File: config.mk
export PLATFORM = sky130hd
export DESIGN_NAME = alu_nibble_sequencer_flat
export DESIGN_NICKNAME = d
export VERILOG_FILES = /design/src/rtl/alu_nibble_sequencer_if.sv /design/src/rtl/alu_nibble_sequencer.sv /design/src/flat_wrapper.sv
export SDC_FILE = /design/constraint.sdc
export NUM_CORES = 1
export LEC_CHECK = 0
export ABC_AREA = 0
export BUFFER_PORTS_ARGS = -buffer_cell sky130_fd_sc_hd__buf_4
export CORE_ASPECT_RATIO = 2
export CORE_MARGIN = 5
export CORE_UTILIZATION = 47
export CTS_CLUSTER_DIAMETER = 50
export DETAILED_ROUTE_END_ITERATION = 10
export GPL_ROUTABILITY_DRIVEN = 0
export PLACE_DENSITY = 0.82
export SLEW_MARGIN = 20
export SYNTH_ARGS = -nofsm -noshare
export SYNTH_HDL_FRONTEND = slang
export SYNTH_SLANG_ARGS = --single-unit
export TNS_END_PERCENT = 100
File: constraint.sdc
create_clock -name clk -period 1.9 [get_ports clk]
set_input_delay 0.095 -clock clk [delete_from_list [all_inputs] [get_ports clk]]
set_output_delay 0.095 -clock clk [all_outputs]
set_load 0.02 [all_outputs]
File: src/rtl/alu_nibble_sequencer_if.sv
// Request, response and ALU-slice signals of the nibble sequencer.
// slave is the sequencer's view; master is the surrounding logic plus the slice.
interface alu_nibble_sequencer_if;
  logic        req_valid;
  logic        req_ready;
  logic [1:0]  req_op;
  logic [15:0] req_a;
  logic [15:0] req_b;
  logic        req_cin;

  logic        rsp_valid;
  logic        rsp_ready;
  logic [15:0] rsp_result;
  logic        rsp_cout;
  logic        rsp_zero;

  logic [3:0]  alu_a;
  logic [3:0]  alu_b;
  logic [1:0]  alu_opcode;
  logic        alu_cin;
  logic [3:0]  alu_result;
  logic        alu_cout;

  modport slave (
    input  req_valid, req_op, req_a, req_b, req_cin, rsp_ready, alu_result, alu_cout,
    output req_ready, rsp_valid, rsp_result, rsp_cout, rsp_zero,
           alu_a, alu_b, alu_opcode, alu_cin
  );

  modport master (
    output req_valid, req_op, req_a, req_b, req_cin, rsp_ready, alu_result, alu_cout,
    input  req_ready, rsp_valid, rsp_result, rsp_cout, rsp_zero,
           alu_a, alu_b, alu_opcode, alu_cin
  );
endinterface

File: src/rtl/alu_nibble_sequencer.sv
// Runs 16-bit add/sub/and/or through a shared 4-bit ALU slice, one nibble per
// cycle LSB first, chaining the slice carry, and returns result plus flags.
module alu_nibble_sequencer (
  input  logic                         clk,
  input  logic                         rst,
  alu_nibble_sequencer_if.slave        bus
);

  typedef enum logic [1:0] {
    S_IDLE  = 2'd0,
    S_ISSUE = 2'd1,
    S_RESP  = 2'd2
  } state_e;

  typedef enum logic [1:0] {
    OP_ADD = 2'b00,
    OP_SUB = 2'b01,
    OP_AND = 2'b10,
    OP_OR  = 2'b11
  } op_e;

  state_e      state_q;
  logic [1:0]  k_q;
  logic [15:0] a_q;
  logic [15:0] b_q;
  op_e         op_q;
  logic        carry_q;
  logic [15:0] result_q;
  logic [15:0] result_d;
  logic        cout_q;
  logic        zero_q;

  logic        arith;
  logic [3:0]  a_nib;
  logic [3:0]  b_nib;

  always_comb begin
    arith    = (op_q == OP_ADD) || (op_q == OP_SUB);
    a_nib    = a_q[{k_q, 2'b00} +: 4];
    b_nib    = b_q[{k_q, 2'b00} +: 4];
    result_d = result_q;
    result_d[{k_q, 2'b00} +: 4] = bus.alu_result;

    // NOTE: every output gets a default first so no path leaves a latch behind.
    bus.alu_a      = 4'd0;
    bus.alu_b      = 4'd0;
    bus.alu_opcode = 2'b00;
    bus.alu_cin    = 1'b0;
    if (state_q == S_ISSUE) begin
      bus.alu_a = a_nib;
      // Subtract is a + ~b + 1 through the slice's add, so the carry chains.
      bus.alu_b      = (op_q == OP_SUB) ? ~b_nib : b_nib;
      bus.alu_opcode = (op_q == OP_SUB) ? OP_ADD : op_q;
      bus.alu_cin    = arith ? carry_q : 1'b0;
    end
  end

  assign bus.req_ready  = (state_q == S_IDLE) && !rst;
  assign bus.rsp_valid  = (state_q == S_RESP);
  assign bus.rsp_result = result_q;
  assign bus.rsp_cout   = cout_q;
  assign bus.rsp_zero   = zero_q;

  // NOTE: state uses non-blocking assignments so all registers update together at the edge.
  always_ff @(posedge clk) begin
    if (rst) begin
      state_q  <= S_IDLE;
      k_q      <= 2'd0;
      a_q      <= 16'd0;
      b_q      <= 16'd0;
      op_q     <= OP_ADD;
      carry_q  <= 1'b0;
      result_q <= 16'd0;
      cout_q   <= 1'b0;
      zero_q   <= 1'b0;
    end else begin
      case (state_q)
        S_IDLE: begin
          if (bus.req_valid) begin
            state_q <= S_ISSUE;
            k_q     <= 2'd0;
            a_q     <= bus.req_a;
            b_q     <= bus.req_b;
            op_q    <= op_e'(bus.req_op);
            // Carry register is preloaded with the nibble-0 carry-in.
            case (op_e'(bus.req_op))
              OP_ADD:  carry_q <= bus.req_cin;
              OP_SUB:  carry_q <= 1'b1;
              default: carry_q <= 1'b0;
            endcase
          end
        end
        S_ISSUE: begin
          result_q <= result_d;
          carry_q  <= bus.alu_cout;
          k_q      <= k_q + 2'd1;
          if (k_q == 2'd3) begin
            state_q <= S_RESP;
            cout_q  <= arith & bus.alu_cout;
            zero_q  <= (result_d == 16'd0);
          end
        end
        S_RESP: begin
          if (bus.rsp_ready) state_q <= S_IDLE;
        end
        default: state_q <= S_IDLE;
      endcase
    end
  end

endmodule
File: src/flat_wrapper.sv
// flat-port wrapper written by rule: the top's interface ports become plain ports
module alu_nibble_sequencer_flat 
  (clk, rst, bus_req_valid, bus_req_op, bus_req_a, bus_req_b, bus_req_cin, bus_rsp_ready, bus_alu_result, bus_alu_cout, bus_req_ready, bus_rsp_valid, bus_rsp_result, bus_rsp_cout, bus_rsp_zero, bus_alu_a, bus_alu_b, bus_alu_opcode, bus_alu_cin);
  alu_nibble_sequencer_if bus_i ();
  input  logic clk;
  input  logic rst;
  input wire logic [$bits(bus_i.req_valid)-1:0] bus_req_valid;
  input wire logic [$bits(bus_i.req_op)-1:0] bus_req_op;
  input wire logic [$bits(bus_i.req_a)-1:0] bus_req_a;
  input wire logic [$bits(bus_i.req_b)-1:0] bus_req_b;
  input wire logic [$bits(bus_i.req_cin)-1:0] bus_req_cin;
  input wire logic [$bits(bus_i.rsp_ready)-1:0] bus_rsp_ready;
  input wire logic [$bits(bus_i.alu_result)-1:0] bus_alu_result;
  input wire logic [$bits(bus_i.alu_cout)-1:0] bus_alu_cout;
  output wire logic [$bits(bus_i.req_ready)-1:0] bus_req_ready;
  output wire logic [$bits(bus_i.rsp_valid)-1:0] bus_rsp_valid;
  output wire logic [$bits(bus_i.rsp_result)-1:0] bus_rsp_result;
  output wire logic [$bits(bus_i.rsp_cout)-1:0] bus_rsp_cout;
  output wire logic [$bits(bus_i.rsp_zero)-1:0] bus_rsp_zero;
  output wire logic [$bits(bus_i.alu_a)-1:0] bus_alu_a;
  output wire logic [$bits(bus_i.alu_b)-1:0] bus_alu_b;
  output wire logic [$bits(bus_i.alu_opcode)-1:0] bus_alu_opcode;
  output wire logic [$bits(bus_i.alu_cin)-1:0] bus_alu_cin;
  assign bus_i.req_valid = bus_req_valid;
  assign bus_i.req_op = bus_req_op;
  assign bus_i.req_a = bus_req_a;
  assign bus_i.req_b = bus_req_b;
  assign bus_i.req_cin = bus_req_cin;
  assign bus_i.rsp_ready = bus_rsp_ready;
  assign bus_i.alu_result = bus_alu_result;
  assign bus_i.alu_cout = bus_alu_cout;
  assign bus_req_ready = bus_i.req_ready;
  assign bus_rsp_valid = bus_i.rsp_valid;
  assign bus_rsp_result = bus_i.rsp_result;
  assign bus_rsp_cout = bus_i.rsp_cout;
  assign bus_rsp_zero = bus_i.rsp_zero;
  assign bus_alu_a = bus_i.alu_a;
  assign bus_alu_b = bus_i.alu_b;
  assign bus_alu_opcode = bus_i.alu_opcode;
  assign bus_alu_cin = bus_i.alu_cin;
  alu_nibble_sequencer u_core (.clk(clk), .rst(rst), .bus(bus_i));
endmodule
==> results of run 1 <==
what timing repair did:
action,in CTS,in global routing
setup endpoints to repair,4,4
pin swaps,1,1
resized for setup,5,2
hold buffers,15,0
endpoints found under the hold margin,15,0
setup buffers,2,0
per-layer routing:
| metal | share of wire | track usage |
|---|---|---|
| met1 | 0.35 | 0.190 |
| met3 | 0.061 | 0.0616 |
| met4 | 0.042 | 0.116 |
| met5 | 0 | 0 |
| met2 | 0.55 | 0.359 |
power breakdown:
| part | internal (mW) | leakage, nW | switching [mW] | total (mW) |
|---|---|---|---|---|
| sequential | 1.25 | 0.466 | 0.0350 | 1.29 |
| clock | 0.598 | 0.0998 | 0.475 | 1.07 |
| combinational | 0.224 | 0.909 | 0.237 | 0.461 |
| total | 2.07 | 1.48 | 0.747 | 2.82 |
state kept, by name (all words and copies together), names as in the netlist, 2 cells and up:
register / cells
u_core.a_q: 16
u_core.b_q: 16
u_core.bus.rsp_result: 16
u_core.k_q: 2
u_core.op_q: 2
u_core.state_q: 2
metrics by stage:
step	setup WS (ps)	utilization	hold WS, ps
global route	-27.9	0.651	6.75
global placement	250	0.585	343
finish	32.6	0.651	11.1
detailed placement	180	0.585	353
CTS	0.232	0.650	0.955
floorplan	38.7	-	231
final timing paths:
kind                                      from                  end  slack [ps]  depth (start not counted)
worst min-delay path              bus_req_a[1]        u_core.a_q[1]          10                          3
worst max-delay path             u_core.k_q[0]         bus_alu_b[2]          30                          5
worst max register to register   u_core.k_q[0]  u_core.bus.rsp_zero         140                          8
worst min register to register  u_core.a_q[15]       u_core.a_q[15]         450                          2
layout make-up:
class | instances | area share
clock buffers | 10 | 0.0359
multi-input cells | 233 | 0.381
repair buffers | 97 | 0.222
flip-flops and latches | 57 | 0.322
clock inverters | 6 | 0.0165
inverters | 2 | 0.00211
well taps | 60 | 0.0211
kinds of logic after synthesis:
kind of cell             after synthesis  synth area share
adder cells (fa/ha/maj)                6            0.0284
AND/OR/NAND/NOR                      152             0.266
AO/OA/AOI/OAI                         63             0.137
multiplexers                           8            0.0709
XOR/XNOR                               4            0.0132
buffers and inverters                 26            0.0539
flip-flops                            57             0.431
worst register-to-register path: stages, from the launching register on:
cell and delay (ps):
sky130_fd_sc_hd__dfxtp_4 360, sky130_fd_sc_hd__buf_6 130, sky130_fd_sc_hd__buf_4 170, sky130_fd_sc_hd__ha_1 260, sky130_fd_sc_hd__and4bb_2 270, sky130_fd_sc_hd__o21ai_0 60, sky130_fd_sc_hd__nor4b_2 200, sky130_fd_sc_hd__nand4_1 110
sky130_fd_sc_hd__o21ai_1 150
cell usage in the layout, fill, tap and decap left out, drive strengths merged, types with 3 or more instances in the layout:
cell type	n
mux4	8
nor3	5
a21oi	41
clkbuf	10
nand3	3
dfxtp	57
nand2	80
nor2	33
ha	6
xnor2	4
a22oi	14
o21ai	3
clkinv	5
nor2b	3
nor4	3
buf	82
and2	7
dlygate4sd3	15
==> out/qor_table.md, run 1 <==
| Step | Parameter | Value |
|:---|:---|:---|
| status | Result of the run | completed |
| worst setup path | Worst path buffer plus inverter count | 2 |
| logic synthesis | Nets in the synthesized netlist | 366 |
| route | Detailed-router iteration count before antenna repair | 4 |
| logic synthesis | Number of instances in the synthesized netlist | 316 |
| route | Remaining antenna violation count | 0 |
| flow run | Number of maximum-capacitance violations | 0 |
| clock network | CTS H-tree depth | 3 |
| grt | Number of global-route vias before repair | 2553 |
| clock network | Clock edge transition at the registers on the reported setup and hold paths | 60 ps |
| floorplanning | Area of the core | 5470 um2 |
| timing | Slew of the pin with the lowest slew margin | 589 ps |
| worst setup path | Worst-path cell with the longest stage delay | sky130_fd_sc_hd__mux4_2 |
| finish | Non-Filler Instances | 465 |
| clock network | CTS tree | done |
| placed design | Number of buffers inserted by port buffering | 74 |
| worst setup path | Path type of the worst setup path | flip-flop to primary output |
| floorplanning | Floorplan row count | 38 |
| timing | Share of the clock period used by the worst path after layout | 0.983 |
| clock network | TritonCTS buffer count | 9 |
| placed design | Dpl cell area | 3200 um2 |
| route | WL per Instance | 14.9 um |
| grt | GR Util All Layers | 0.197 |
| finish | Sequential Area | 1140 um2 |
| power and ir drop | Static Leakage | 1.48 nW |
| grt | Maximum number of pins on one net before global-route repair | 60 |
| worst setup path | CP Launch Type | flip-flop |
| worst setup path | Biggest fanout along the worst timing path | 3 |
| power and ir drop | Power density cells | 792 nW/um2 |
| logic synthesis | Mean instance size in the synthesized netlist | 8.38 um2 |
| timing | Unrepaired setup endpoints after global routing | yes |
| finish | Layout cells sized above 1 | 0.272 |
| route | Detailed Route Iter0 Violations | 138 |
| floorplanning | Initial core utilization | 0.484 |
| timing | Count of final setup violators | 0 |
| worst setup path | Kind of end point of the critical path | primary output |
| timing | Maximum achievable frequency | 536 MHz |
| grt | Total congestion overflow after global routing | 0 |
| floorplanning | Die width | 63.1 um |
| power and ir drop | Highest ir drop seen on vdd | 655 uV |
| logic synthesis | Top cells by area, synth | sky130_fd_sc_hd__dfxtp_1 43%, sky130_fd_sc_hd__nand2_1 11%, sky130_fd_sc_hd__a21oi_1 7.8%, sky130_fd_sc_hd__mux4_2 5.1%, sky130_fd_sc_hd__nor2_1 4.5% |
| finish | Cell area after layout | 3560 um2 |
| logic synthesis | Most numerous cell types in the synthesized netlist | 80 x sky130_fd_sc_hd__nand2_1, 57 x sky130_fd_sc_hd__dfxtp_1, 41 x sky130_fd_sc_hd__a21oi_1 |
| logic synthesis | Most used standard cell by instance count after synthesis | sky130_fd_sc_hd__nand2_1 |
| clock network | CTS Root Cell | sky130_fd_sc_hd__clkbuf_8 |
| power and ir drop | Overall power after layout | 2.82 mW |
| worst setup path | Critical path required time | 1800 ps |
| clock network | Maximum count of clock buffers along a single path | 2 |
| logic synthesis | Count of warnings emitted by yosys | 0 |
| logic synthesis | Flip-flop and latch count after synthesis | 57 |
| finish | Synthesis-to-layout area growth | 34.5% |
| floorplanning | Die area | 7320 um2 |
| finish | Fillers | 467 |
| finish | Final-stage net count | 450 |
| worst setup path | Critical path, cell by cell | buf_6 > mux4_2 > xnor2_1 > nor2_1 > buf_4 |
| logic synthesis | Sequential cell area fraction in the yosys report | 0.431 |
| timing | Clock Skew | 3.21 ps |
| logic synthesis | Share of Yosys cell area claimed by the top area cell type | 0.431 |
| route | Vias per inst | 5.50 |
| timing | Post-route setup TNS | 0 ps |
| logic synthesis | EDFF count, synth | 0 |
| hold path | Worst min-delay path class | input port to flip-flop |
| logic synthesis | Share of flip-flops with an asynchronous set or reset | 0 |
| placed design | DP HPWL | 4870 um |
| timing | Period minus WS final | 1870 ps |
| grt | Wire length of the first global-routing pass | 11400 um |
| finish | Ant. Diodes | 0 |
| route | Post-route DRC violation count | 0 |
| worst setup path | Max incr delay on CP | 500 ps |
| floorplanning | Number of top-level design ports | 75 |
| logic synthesis | Flip-flop cell with the highest count after synthesis | sky130_fd_sc_hd__dfxtp_1 |
| worst setup path | Worst endpoint data arrival time | 1770 ps |
| logic synthesis | Number of distinct library cell variants in the gate-level netlist after synthesis | 40 |
| grt | Antenna violations before repair | 0 |
| placed design | Number of cells in the design after placement | 432 |
| finish | Area of the multi-input gates | 1360 um2 |
| clock network | Clock latency at the later pin of the worst-skew pair | 330 ps |
| route | Via count | 2558 |
| timing | Number of hold-slack violations in the final timing report | 0 |
| worst setup path | Crit-path leading delay family | multiplexers |
| logic synthesis | Post-synthesis instance area | 2650 um2 |
| floorplanning | Die outline height | 116 um |
| clock network | Clk sink count | 57 |
| route | Total length of routed wires | 6940 um |
| logic synthesis | Largest area contributor in the synthesized netlist | sky130_fd_sc_hd__dfxtp_1 |
| timing | Final number of max-transition violations | 0 |
| timing | Slew HR | 0.607 |
(Power assumes the default switching activity.)
==> inputs of run 2 (changes only) <==
--- a/config.mk
+++ b/config.mk
@@ -13,7 +13,7 @@
 export CTS_CLUSTER_DIAMETER = 50
 export DETAILED_ROUTE_END_ITERATION = 10
 export GPL_ROUTABILITY_DRIVEN = 0
-export PLACE_DENSITY = 0.82
+export PLACE_DENSITY = 0.74
 export SLEW_MARGIN = 20
 export SYNTH_ARGS = -nofsm -noshare
 export SYNTH_HDL_FRONTEND = slang
==> constraint.sdc (replaced) <==
create_clock -name clk -period 1.5 [get_ports clk]
set_input_delay 0.075 -clock clk [delete_from_list [all_inputs] [get_ports clk]]
set_output_delay 0.075 -clock clk [all_outputs]
set_load 0.02 [all_outputs]
==> run 2 against run 1 <==
  * Clock skew is 4.3 ps higher
  * The run now ends with negative setup slack left
  * Clock power is 33% higher
  * Critical endpoint is now bus_alu_b[1]
  * Largest cell class unchanged
  * Flip-flop and latch count stayed put
  * Worst setup slack worse by 330 ps
  * Die area stayed put
  * Core utilization is 8.2 points higher
  * First-iteration DRC count is 20% lower
  * Sequential power is 27% higher
  * Final area is 13% higher
  * Sequential share of layout area is 3.6 points lower
==> out/qor_table.md, run 2 (synthesis results as in run 1) <==
| Step | Parameter | Value | Change |
|:---|:---|:---|:---|
| power and ir drop | Internal power consumption | 2.81 mW | +35% |
| finish | Synthesis-to-layout area growth | 51.3% |  |
| route | Met3 WL post-DR | 386 um | -8.7% |
| grt | Antenna violations before repair | 0 | unchanged |
| timing | Unrepaired setup endpoints after global routing | yes |  |
| clock network | Maximum count of clock buffers along a single path | 2 | unchanged |
| power and ir drop | Net switching fraction of the power | 0.257 | -0.00775 |
| timing | Setup slack after layout | -293 ps | -325 ps |
| finish | Final-stage net count | 480 | +6.7% |
| hold path | Worst min-delay path class | input port to flip-flop |  |
| placed design | DP HPWL | 5060 um | +3.9% |
| timing | Period minus WS final | 1790 ps |  |
| floorplanning | Die width | 63.1 um | unchanged |
| route | Post-route DRC violation count | 0 | unchanged |
| finish | Fraction of the core area covered by cells at the end of the flow | 0.733 | +0.0817 |
| route | Vias per inst | 5.40 | -1.8% |
| clock network | CTS H-tree depth | 3 | unchanged |
| worst setup path | Biggest fanout along the worst timing path | 6 | +3 |
| power and ir drop | Combinational fraction of design power | 0.191 | +0.027 |
| route | Detailed-router iteration count before antenna repair | 4 | unchanged |
| finish | Ant. Diodes | 0 | unchanged |
| route | Highest routed layer | met4 |  |
| worst setup path | Critical path required time | 1420 ps | -380 ps |
| timing | Clock Skew | 7.52 ps | +4.31 ps |
| timing | Maximum achievable frequency | 558 MHz |  |
| route | Remaining antenna violation count | 0 | unchanged |
| route | Via count | 2669 | +4.3% |
| grt | GR Util All Layers | 0.208 | +0.0114 |
| status | Result of the run | finished, violations left |  |
| grt | Wire length of the first global-routing pass | 12100 um | +5.7% |
| finish | Most frequent cells in the layout | 91 x sky130_fd_sc_hd__buf_4, 80 x sky130_fd_sc_hd__nand2_1, 55 x sky130_fd_sc_hd__dfxtp_1 |  |
| timing | Share of the clock period used by the worst path after layout | 1.20 |  |
| grt | Maximum number of pins on one net before global-route repair | 40 | -33% |
| floorplanning | Area of the core | 5470 um2 | unchanged |
| route | Met2 layer wire length in the routed design | 4400 um | +16% |
| finish | Commonest non-fill, non-tap cell in the layout | sky130_fd_sc_hd__buf_4 |  |
| timing | Slew of the pin with the lowest slew margin | 430 ps | -159 ps |
| worst setup path | Start point of the critical path | u_core.k_q[0] |  |
| worst setup path | Path type of the worst setup path | flip-flop to primary output |  |
| power and ir drop | Switching power summed over all nets | 0.971 mW | +30% |
| worst setup path | Worst endpoint data arrival time | 1720 ps | -50 ps |
| finish | Cell area after layout | 4010 um2 | +13% |
| grt | Total congestion overflow after global routing | 0 | unchanged |
| route | Total length of routed wires | 7590 um | +9.4% |
| clock network | CTS Root Cell | sky130_fd_sc_hd__clkbuf_8 |  |
| route | WL per Instance | 15.4 um | +3.0% |
| route | Met1 Routed Length | 2550 um | +5.2% |
| hold path | Worst Hold Launch | bus_req_a[9] |  |
| power and ir drop | Power density cells | 943 nW/um2 | +19% |
| power and ir drop | Highest ir drop seen on vdd | 1190 uV | +82% |
| power and ir drop | Static Leakage | 1.65 nW | +12% |
| timing | Number of hold-slack violations in the final timing report | 0 | unchanged |
| worst setup path | CP Launch Type | flip-flop |  |
| timing | Final number of max-transition violations | 0 | unchanged |
| floorplanning | Die area | 7320 um2 | unchanged |
| floorplanning | Initial core utilization | 0.484 | unchanged |
| clock network | TritonCTS buffer count | 9 | unchanged |
| clock network | CTS tree | done |  |
| worst setup path | Beginning of the worst register-to-register path | u_core.k_q[0] |  |
| flow run | Number of maximum-capacitance violations | 0 | unchanged |
| finish | Layout cells sized above 1 | 0.348 | +0.0763 |
| power and ir drop | Power share of the sequential group | 0.434 | -0.022 |
| floorplanning | Number of top-level design ports | 75 | unchanged |
| timing | Count of final setup violators | 20 | +20 |
| power and ir drop | Clock power frac | 0.375 | -0.005 |
| route | Detailed Route Iter0 Violations | 111 | -20% |
| clock network | Clk sink count | 57 | unchanged |
| placed design | Number of buffers inserted by port buffering | 74 | unchanged |
| floorplanning | Die outline height | 116 um | unchanged |
| status | Violations in the final reports | negative setup slack |  |
| floorplanning | Floorplan row count | 38 | unchanged |
| placed design | Dpl cell area | 3380 um2 | +5.5% |
| worst setup path | Kind of end point of the critical path | primary output |  |
| clock network | Clock latency at the later pin of the worst-skew pair | 330 ps | about the same |
| clock network | Clock edge transition at the registers on the reported setup and hold paths | 60 ps | about the same |
| grt | Number of global-route vias before repair | 2765 | +8.3% |
| timing | Slew HR | 0.713 | +0.106 |
## run 2: cell count changes in the layout (fill, tap and decap cells not counted), moves of 2 or more
cell / change
sky130_fd_sc_hd__clkinv_2: -2
sky130_fd_sc_hd__a22oi_1: -7
sky130_fd_sc_hd__nor2_1: -5
sky130_fd_sc_hd__a22oi_2: +7
sky130_fd_sc_hd__ha_1: -4
sky130_fd_sc_hd__clkbuf_8: +2
sky130_fd_sc_hd__ha_4: +3
sky130_fd_sc_hd__buf_4: +13
sky130_fd_sc_hd__buf_12: +3
sky130_fd_sc_hd__nor2_2: +4
sky130_fd_sc_hd__dlygate4sd3_1: +13
## run 2: worst paths after layout
check / depth (start not counted) / slack (ps) / endpoint
max: 4 / -290 / bus_alu_b[1]
min: 3 / 6 / u_core.a_q[9]
max reg2reg: 8 / -280 / u_core.bus.rsp_zero
min reg2reg: 2 / 460 / u_core.a_q[4]
## run 2: worst max-delay path: stages, from the launching register on
cell	delay, ps
sky130_fd_sc_hd__dfxtp_4	410
sky130_fd_sc_hd__mux4_2	530
sky130_fd_sc_hd__xnor2_1	140
sky130_fd_sc_hd__nor2_1	140
sky130_fd_sc_hd__buf_4	160
## run 2: metrics by stage
stage / total power [mW] / worst slack, ps / hold slack (ps) / setup TNS, ps / cells
final: 3.78 / -293 / 5.95 / -3150 / 494
after global routing: 3.94 / -348 / 7.86 / -5350 / 494
after CTS: 3.76 / -323 / 1.06 / -2830 / 493
after detailed placement: 2.27 / -216 / 330 / -1480 / 448
after global placement: 2.26 / -151 / 322 / -868 / 448
after floorplan: 2.03 / -239 / 211 / -900 / 316
## run 2: what timing repair did
action                                  4_1_cts  5_1_grt
resized for setup                            13       18
hold endpoints to repair                     28        0
endpoints found under the setup margin       23       25
pin swaps                                     5        6
hold buffers                                 28        0
setup buffers                                 3        1
## run 2: area by class of cell
type	count	area, um2
Clock buffer	12	155
Clock inverter	3	40.0
Fill cell	402	1460
Inverter	2	12.5
Multi-Input combinational cell	233	1500
Sequential cell	57	1150
Tap cell	60	75.1
Timing Repair Buffer	127	1080
## run 2: power groups by stage
stage                     registers, mW  clock network (mW)  logic, mW
after CTS                          1.64                1.44      0.681
after global routing               1.64                1.52      0.783
final                              1.64                1.42      0.722
after global placement             1.67                   0      0.594
after detailed placement           1.67                   0      0.601
after floorplan                    1.66                   0      0.368
## run 2: per-layer routing
metal / GRT usage / vias up
li1: - / 1313
met1: 0.189 / 1254
met2: 0.406 / 77
met3: 0.0472 / 25
met4: 0.122 / 0
met5: 0 / -
